<file path="src/rtl/regfile_pkg.sv">
// regfile_pkg: shared constants and helpers for the parametrised register file.
//   DEFAULT_DATA_W / DEFAULT_ADDR_W : default register width and address width
//   calc_num_regs()                 : register count derived from the address width
//   RESET_BIT                       : fill value for every state bit at reset
package regfile_pkg;

  localparam int unsigned DEFAULT_DATA_W = 8;
  localparam int unsigned DEFAULT_ADDR_W = 2;

  // Every register and output register clears to all zeros.
  localparam logic RESET_BIT = 1'b0;

  // Every address encoding selects a real register, so the count is a full power of two.
  function automatic int unsigned calc_num_regs(input int unsigned addr_w);
    return 32'd1 << addr_w;
  endfunction

endpackage

</file>
<file path="src/rtl/regfile_rdport.sv">
// regfile_rdport: combinational value select for one read port.
// The selected value is registered by the top level.
// Build option: `define REGFILE_BYPASS_EN to forward same-edge write data to the port.
// Ports:
//   regs    in  NUM_REGS x DATA_W  current storage contents
//   rd_addr in  ADDR_W             read address for this port
//   wr_en   in  1                  write strobe (used only for bypass)
//   wr_addr in  ADDR_W             write address (used only for bypass)
//   wr_data in  DATA_W             write data (used only for bypass)
//   value   out DATA_W             value to capture into this port's output register
module regfile_rdport
  import regfile_pkg::*;
#(
  parameter int unsigned DATA_W   = DEFAULT_DATA_W,
  parameter int unsigned ADDR_W   = DEFAULT_ADDR_W,
  parameter bit          ZERO_REG = 1'b0,
  localparam int unsigned NUM_REGS = calc_num_regs(ADDR_W)
) (
  input  logic [NUM_REGS-1:0][DATA_W-1:0] regs,
  input  logic [ADDR_W-1:0]               rd_addr,
  input  logic                            wr_en,
  input  logic [ADDR_W-1:0]               wr_addr,
  input  logic [DATA_W-1:0]               wr_data,
  output logic [DATA_W-1:0]               value
);

  logic addr_is_zero;
  logic bypass_hit;

  assign addr_is_zero = (rd_addr == '0);

`ifdef REGFILE_BYPASS_EN
  // A write dropped by the zero register needs no separate test here: the
  // zero-register select below takes priority over the bypass.
  assign bypass_hit = wr_en && (wr_addr == rd_addr);
`else
  assign bypass_hit = 1'b0;

  logic unused_wr;
  assign unused_wr = ^{wr_en, wr_addr, wr_data};
`endif

  always_comb begin
    // NOTE: the default assignment comes first, so every path drives value and no latch is inferred.
    value = regs[rd_addr];
    if (ZERO_REG && addr_is_zero) begin
      value = '0;
    end else if (bypass_hit) begin
      value = wr_data;
    end
  end

endmodule

</file>
<file path="src/rtl/regfile_nport.sv">
// regfile_nport: parametrised register file with two registered read ports,
// one synchronous write port, and a destination-field pass-through.
// Build option: `define REGFILE_BYPASS_EN makes a same-edge write visible to a read of the same address.
// Parameters: DATA_W (register width), ADDR_W (address width, NUM_REGS = 2**ADDR_W),
//             ZERO_REG (1 = register 0 reads as zero and ignores writes).
// Ports:
//   clk      in  1       rising-edge clock
//   rst_n    in  1       asynchronous active-low reset
//   rd_en    in  1       capture a read of both ports this cycle
//   ra_addr  in  ADDR_W  port A read address
//   rb_addr  in  ADDR_W  port B read address
//   dest_in  in  ADDR_W  destination field, registered along with the reads
//   wr_en    in  1       write strobe
//   wr_addr  in  ADDR_W  write address
//   wr_data  in  DATA_W  write data
//   ra_data  out DATA_W  registered port A data
//   rb_data  out DATA_W  registered port B data
//   dest_out out ADDR_W  registered dest_in
//   rd_valid out 1       one-cycle strobe: ra_data/rb_data/dest_out were just updated
module regfile_nport
  import regfile_pkg::*;
#(
  parameter int unsigned DATA_W   = DEFAULT_DATA_W,
  parameter int unsigned ADDR_W   = DEFAULT_ADDR_W,
  parameter bit          ZERO_REG = 1'b0
) (
  input  logic              clk,
  input  logic              rst_n,
  input  logic              rd_en,
  input  logic [ADDR_W-1:0] ra_addr,
  input  logic [ADDR_W-1:0] rb_addr,
  input  logic [ADDR_W-1:0] dest_in,
  input  logic              wr_en,
  input  logic [ADDR_W-1:0] wr_addr,
  input  logic [DATA_W-1:0] wr_data,
  output logic [DATA_W-1:0] ra_data,
  output logic [DATA_W-1:0] rb_data,
  output logic [ADDR_W-1:0] dest_out,
  output logic              rd_valid
);

  localparam int unsigned NUM_REGS = calc_num_regs(ADDR_W);

  logic [NUM_REGS-1:0][DATA_W-1:0] regs;
  logic [DATA_W-1:0]               ra_value;
  logic [DATA_W-1:0]               rb_value;
  logic                            wr_accept;

  // With the zero register enabled, writes to address 0 are discarded.
  assign wr_accept = wr_en && !(ZERO_REG && (wr_addr == '0));

  regfile_rdport #(
    .DATA_W  (DATA_W),
    .ADDR_W  (ADDR_W),
    .ZERO_REG(ZERO_REG)
  ) u_rdport_a (
    .regs   (regs),
    .rd_addr(ra_addr),
    .wr_en  (wr_en),
    .wr_addr(wr_addr),
    .wr_data(wr_data),
    .value  (ra_value)
  );

  regfile_rdport #(
    .DATA_W  (DATA_W),
    .ADDR_W  (ADDR_W),
    .ZERO_REG(ZERO_REG)
  ) u_rdport_b (
    .regs   (regs),
    .rd_addr(rb_addr),
    .wr_en  (wr_en),
    .wr_addr(wr_addr),
    .wr_data(wr_data),
    .value  (rb_value)
  );

  // NOTE: the storage array is inside the async reset on purpose: the register file
  // must read back all zeros after reset, so it is built from flops, not RAM.
  always_ff @(posedge clk or negedge rst_n) begin
    if (!rst_n) begin
      regs <= {NUM_REGS{{DATA_W{RESET_BIT}}}};
    end else if (wr_accept) begin
      // NOTE: sequential state uses non-blocking assignments, so the read ports on
      // this edge still see the contents from before the write.
      regs[wr_addr] <= wr_data;
    end
  end

  always_ff @(posedge clk or negedge rst_n) begin
    if (!rst_n) begin
      ra_data  <= {DATA_W{RESET_BIT}};
      rb_data  <= {DATA_W{RESET_BIT}};
      dest_out <= {ADDR_W{RESET_BIT}};
      rd_valid <= RESET_BIT;
    end else begin
      rd_valid <= rd_en;
      if (rd_en) begin
        ra_data  <= ra_value;
        rb_data  <= rb_value;
        dest_out <= dest_in;
      end
    end
  end

endmodule

</file>
<file path="config.mk">
export PLATFORM = sky130hd
export DESIGN_NAME = regfile_nport
export DESIGN_NICKNAME = d
export VERILOG_FILES = /design/src/rtl/regfile_pkg.sv /design/src/rtl/regfile_rdport.sv /design/src/rtl/regfile_nport.sv
export SDC_FILE = /design/constraint.sdc
export NUM_CORES = 1
export LEC_CHECK = 0
export CORE_MARGIN = 4
export CORE_UTILIZATION = 30
export CTS_CLUSTER_SIZE = 20
export DETAILED_ROUTE_END_ITERATION = 10
export GPL_ROUTABILITY_DRIVEN = 0
export PLACE_DENSITY = 0.47
export SLEW_MARGIN = 25
export SYNTH_ARGS = -nofsm -noshare
export SYNTH_HDL_FRONTEND = slang
export SYNTH_SLANG_ARGS = --single-unit
</file>
<file path="constraint.sdc">
create_clock -name clk -period 1.4 [get_ports clk]
set_input_delay 0.14 -clock clk [delete_from_list [all_inputs] [get_ports clk]]
set_output_delay 0.14 -clock clk [all_outputs]
set_load 0.05 [all_outputs]
</file>
Word-level counts from Yosys, hierarchy flattened:

Index checks and enable logic that the tools add are counted.

* bits in read-only memories: 0
* latch bits: 0
* RAM bits: 0
* input bits: 20
* memories: 0
* output and inout port bits: 19
* flip-flop bits (word level): 51

* $add $sub $neg: 0
* multiply operators: 0
* multiplexer cells: 7
* magnitude comparators: 4
* divide/modulo/power cells: 0
* reduce and logical (&&, ||, !) cells: 1
* bitwise operators: 0
* equality and inequality tests: 0
* shifts and indexed selects: 0

Operators with widths (count)
* 8-bit binary-select mux with 2-bit select: 2
* 32-bit bitwise mux: 1
* 8-bit 2-to-1 mux: 3
* 8-bit demux with 2-bit select: 1
* 2-bit by 3-bit < comparator with 1-bit output (second input constant): 3
* 2-bit by 1-bit >= comparator with 1-bit output (second input constant): 1
* 1-bit logical AND: 1

Depth between registers and ports, before layout:

* depth in word-level cells: 5
* mapped depth: 4
* gate-level depth less buffers: 2

Hierarchy:

A second synthesis with hierarchy kept.

* cell total of the unflattened synthesis: 127
* area total of the unflattened synthesis: 2293.4 µm²

By module, submodules not included
* regfile_nport: times used 1, area an instance 1900.6 µm², cells an instance 107
* regfile_rdport: times used 2, area an instance 196.4 µm², cells an instance 10

Worst setup path before layout:

No wires, ideal clock.

* kind: reg2reg
* from: reg, netlist name dest_out[0]
* to: reg dest_out[0]
* setup slack: 0.412 ns
* data required time: 1.275 ns
* library setup time: 0.125 ns
* cell stages (with the launch flop): 2
* period minus slack after synthesis: 0.988 ns
* arrival: 0.863 ns
* cells stage by stage: dfrtp_1 > mux2_2

RTL lines
* to (signal assigned): line regfile_nport.sv:94 `dest_out <= {ADDR_W{RESET_BIT}};`
* to (signal assigned): line regfile_nport.sv:101 `dest_out <= dest_in;`
* to (decl): line regfile_nport.sv:38 `output logic [ADDR_W-1:0] dest_out,`

Final worst setup path:

* from: in wr_addr[1]
* to: reg regs[26] (netlist bit)

* word-level cells in the longest chain between the ends: 5
* elaborated cells between the ends (all ways): 6
* classes of those cells: 2 x order compare; 3 x mux; 1 x reduce/logical

Ends and longest elaborated chain
* from (decl): line regfile_nport.sv:34 `input logic [ADDR_W-1:0] wr_addr,`
* 2-bit by 3-bit < comparator with 1-bit output (implied by the code) or 2-bit by 1-bit >= comparator with 1-bit output (tied branches): line regfile_nport.sv:86 `regs[wr_addr] <= wr_data;`
* 1-bit logical AND (implied by the code): line regfile_nport.sv:86
* 8-bit 2-to-1 mux (implied by the code): line regfile_nport.sv:86
* 8-bit demux with 2-bit select *: line regfile_nport.sv:86
* 32-bit bitwise mux *: line regfile_nport.sv:86
* to (signal assigned): line regfile_nport.sv:82 `regs <= {NUM_REGS{{DATA_W{RESET_BIT}}}};`
* to (signal, indexed assignment): line regfile_nport.sv:86
* to (decl): line regfile_nport.sv:44 `logic [NUM_REGS-1:0][DATA_W-1:0] regs;`

Every way passes the cells marked *; elsewhere a longest branch is shown, timed or not.
A chain may end at the register's enable or synchronous reset.

==> PnR_summary.wiki <==
{| class="wikitable"
! Metric !! Value
|-
| Reg clk slew, reported paths || 90 ps
|-
| Std-Cell Core Area || 7410 µm²
|-
| Site row count || 31
|-
| Clock share of power || 21.0%
|-
| Fraction of registers with async set or reset after synthesis || 100%
|-
| GRT overflow || 0
|-
| TritonCTS sink count || 51
|-
| Number of antenna violations at the first check in global routing || 0
|-
| Net switching component of the power || 1.40 mW
|-
| CTS tree || yes
|-
| Cell at the root of the clock tree || sky130_fd_sc_hd__clkbuf_8
|-
| Maximum number of pins on one net before global-route repair || 42
|-
| Initial standard-cell utilization of the core || 31.5%
|-
| Number of vias in the routed layout || 1,588
|-
| Largest area contributor in the synthesized netlist || sky130_fd_sc_hd__dfrtp_1
|-
| Fmax achieved || 0.811 GHz
|-
| Type of element capturing the critical path || register
|-
| Launch point of the worst reg-to-reg path || regs[13]
|-
| Layout cell share with drive strength beyond 1 || 36.8%
|-
| Portion of the post-synthesis area used by sequential elements || 54.6%
|-
| Hold Fails Final Rpt || 0
|-
| Final setup violation count || 0
|-
| Antenna diode instance count || 0
|-
| Worst relative slew slack || 81.0%
|-
| Unrepaired setup endpoints after global routing || false
|-
| Clock latency of the later-clocked register in the worst-skew pair || 300 ps
|-
| CP Data Arrival Time || 1420 ps
|-
| Chip height || 96.2 µm
|-
| Share of total power consumed by net switching || 32.1%
|-
| Reg power frac || 45.7%
|-
| Top-count cell post-synth || sky130_fd_sc_hd__dfrtp_1
|-
| Horiz. Die Dim || 96.2 µm
|-
| CP max FO || 8
|-
| Critical path start-end classification || input pin to register
|-
| Global-route wire length before repair || 9.29 mm
|-
| I/O pins || 39
|-
| Comb pwr share || 33.3%
|-
| Power density over the cells || 1340 nW/µm²
|-
| Register-to-register path setup slack || 560 ps
|-
| Post-synthesis instance area || 2340 µm²
|-
| Final clock period utilization by the worst path || 88.1%
|-
| Pre-CTS setup slack || -194 ps
|-
| Top FF cell, synth || sky130_fd_sc_hd__dfrtp_1
|-
| Outcome || finished, final reports clean
|-
| Post-CTS setup buffer count || 0
|-
| Most numerous cell types in the synthesized netlist || 51 x sky130_fd_sc_hd__dfrtp_1, 34 x sky130_fd_sc_hd__mux2_2, 32 x sky130_fd_sc_hd__mux2i_1, 18 x sky130_fd_sc_hd__nand2b_1, 16 x sky130_fd_sc_hd__o221ai_1
|-
| Final period demand of the worst path || 1230 ps
|-
| Accumulated negative setup slack || 0 ps
|-
| End of the worst register-to-register path || rb_data[5]
|-
| Data required time at the worst endpoint || 1590 ps
|-
| TritonRoute pass-1 iters || 5
|-
| Synth-to-layout area growth || 39.0%
|-
| Final setup slack of the worst path || 167 ps
|-
| Number of max-capacitance violations reported || 0
|-
| Cell count after synthesis || 165
|-
| Worst slew pin tran || 285 ps
|-
| Netlist cell types || 13
|-
| Quantity of hold-fixing buffers added after cts || 1
|-
| Count of yosys warnings during synthesis || 0
|-
| Vias per Instance || 4.98
|-
| Average size of a mapped cell || 14.2 µm²
|-
| Number of max-slew violations in the final report || 0
|-
| Cell Int Power || 2.96 mW
|-
| Die Area || 9260 µm²
|-
| Vias in the first global route || 1,722
|-
| Initial DRC Count || 43
|-
| Largest cells by area after synthesis || sky130_fd_sc_hd__dfrtp_1 55%, sky130_fd_sc_hd__mux2_2 16%, sky130_fd_sc_hd__mux2i_1 14%
|-
| Worst IR drop on VDD || 506 µV
|-
| Startpoint type of the worst setup path || input pin
|-
| Routed Antenna Nets || 0
|-
| # resized after CTS || 0
|-
| Post-synthesis register bit count || 51
|-
| Final HPWL DP || 4.06 mm
|-
| Total clock buffers created by CTS || 5
|-
| Total nets after synthesis || 185
|-
| Maximum count of clock buffers along a single path || 2
|-
| Number of synthesized flops with an enable pin || 0
|-
| Static power due to leakage || 1.43 nW
|-
| Fraction of synthesized cell area taken by the top area cell type || 54.6%
|-
| Number of nets in the final layout || 239
|-
| Global router's overall resource usage || 13.7%
|-
| Register-to-Register Path Depth || 2
|-
| CTS H-tree depth || 2
|-
| Fraction of the core area covered by cells at the end of the flow || 43.8%
|-
| Total of fill cells in the finished design || 668
|-
| Final routed wirelength across all metal layers || 5.86 mm
|-
| Hold Path Class || input pin to asynchronous set/reset pin
|-
| Worst-case clock skew || 3.74 ps
|-
| DRC violations left || 0
|-
| Buffers added on ports || 38
|-
| Average routed wire per standard cell || 18.4 µm
|}
stage by stage:
stage          std cells  total power [mW]  instance area (µm²)  hold slack (ps)
3_5_place_dp         310              3.49                 3140             41.1
2_1_floorplan        165              2.72                 2340             -156
6_report             319              4.36                 3250              249
5_1_grt              319              4.59                 3250              256
3_3_place_gp         310              3.44                 3140             36.3
4_1_cts              319              4.43                 3250              253
layout by cell type, fill, tap and decap left out, drive strengths merged:
master / n
dfrtp: 51
buf: 36
mux2: 34
mux2i: 32
nand2b: 18
clkdlybuf4s50: 18
o221ai: 16
clkbuf: 8
nand3b: 2
nand2: 2
nand3: 1
nor3b: 1
dlygate4sd3: 1
state kept, by name, summed over array words and instances (netlist names):
register / cells
rd_valid: 1
dest_out: 2
regs: 32
rb_data: 8
ra_data: 8
critical path, cell delays in order:
cell and delay (ps):
sky130_fd_sc_hd__clkdlybuf4s50_1 570, sky130_fd_sc_hd__buf_4 150, sky130_fd_sc_hd__nand3_2 210, sky130_fd_sc_hd__mux2_2 350
worst max path at each step:
stage | from | end | slack (ps) | cells after the start
after global routing | wr_addr[1] | regs[29] | 110 | 4
final | wr_addr[1] | regs[26] | 170 | 4
after CTS | wr_addr[1] | regs[26] | 140 | 4
after floorplan | dest_out[0] | dest_out[0] | 410 | 1
after global placement | wr_addr[1] | regs[24] | -150 | 4
after detailed placement | wr_addr[1] | regs[26] | -190 | 4
power by group through the flow:
stage / Sequential, mW / Clock (mW) / Combinational (mW)
3_3_place_gp: 2.00 / 0 / 1.44
4_1_cts: 1.99 / 0.957 / 1.48
6_report: 1.99 / 0.916 / 1.45
2_1_floorplan: 2.28 / 0 / 0.442
5_1_grt: 2.03 / 1.01 / 1.55
3_5_place_dp: 2.02 / 0 / 1.47
routing by layer:
metal	GRT usage, %	part of all wire [%]
met4	3.91	0.82
met1	18.1	45
met2	22.7	49
met5	0	0
met3	2.97	5.3
layout make-up:
class	count	area, µm²	area share (%)
flip-flops and latches	51	1280	39.3
well taps	99	124	3.81
multi-input cells	106	1010	31.2
repair buffers	55	733	22.6
clock buffers	8	100	3.08
logic make-up after synthesis:
logic type	synth area share, %
mux	30.1
flops	54.6
simple gates	7.34
compound gates	6.00
buf+inv	1.93
Note: power is estimated with default switching activity, not from simulation.
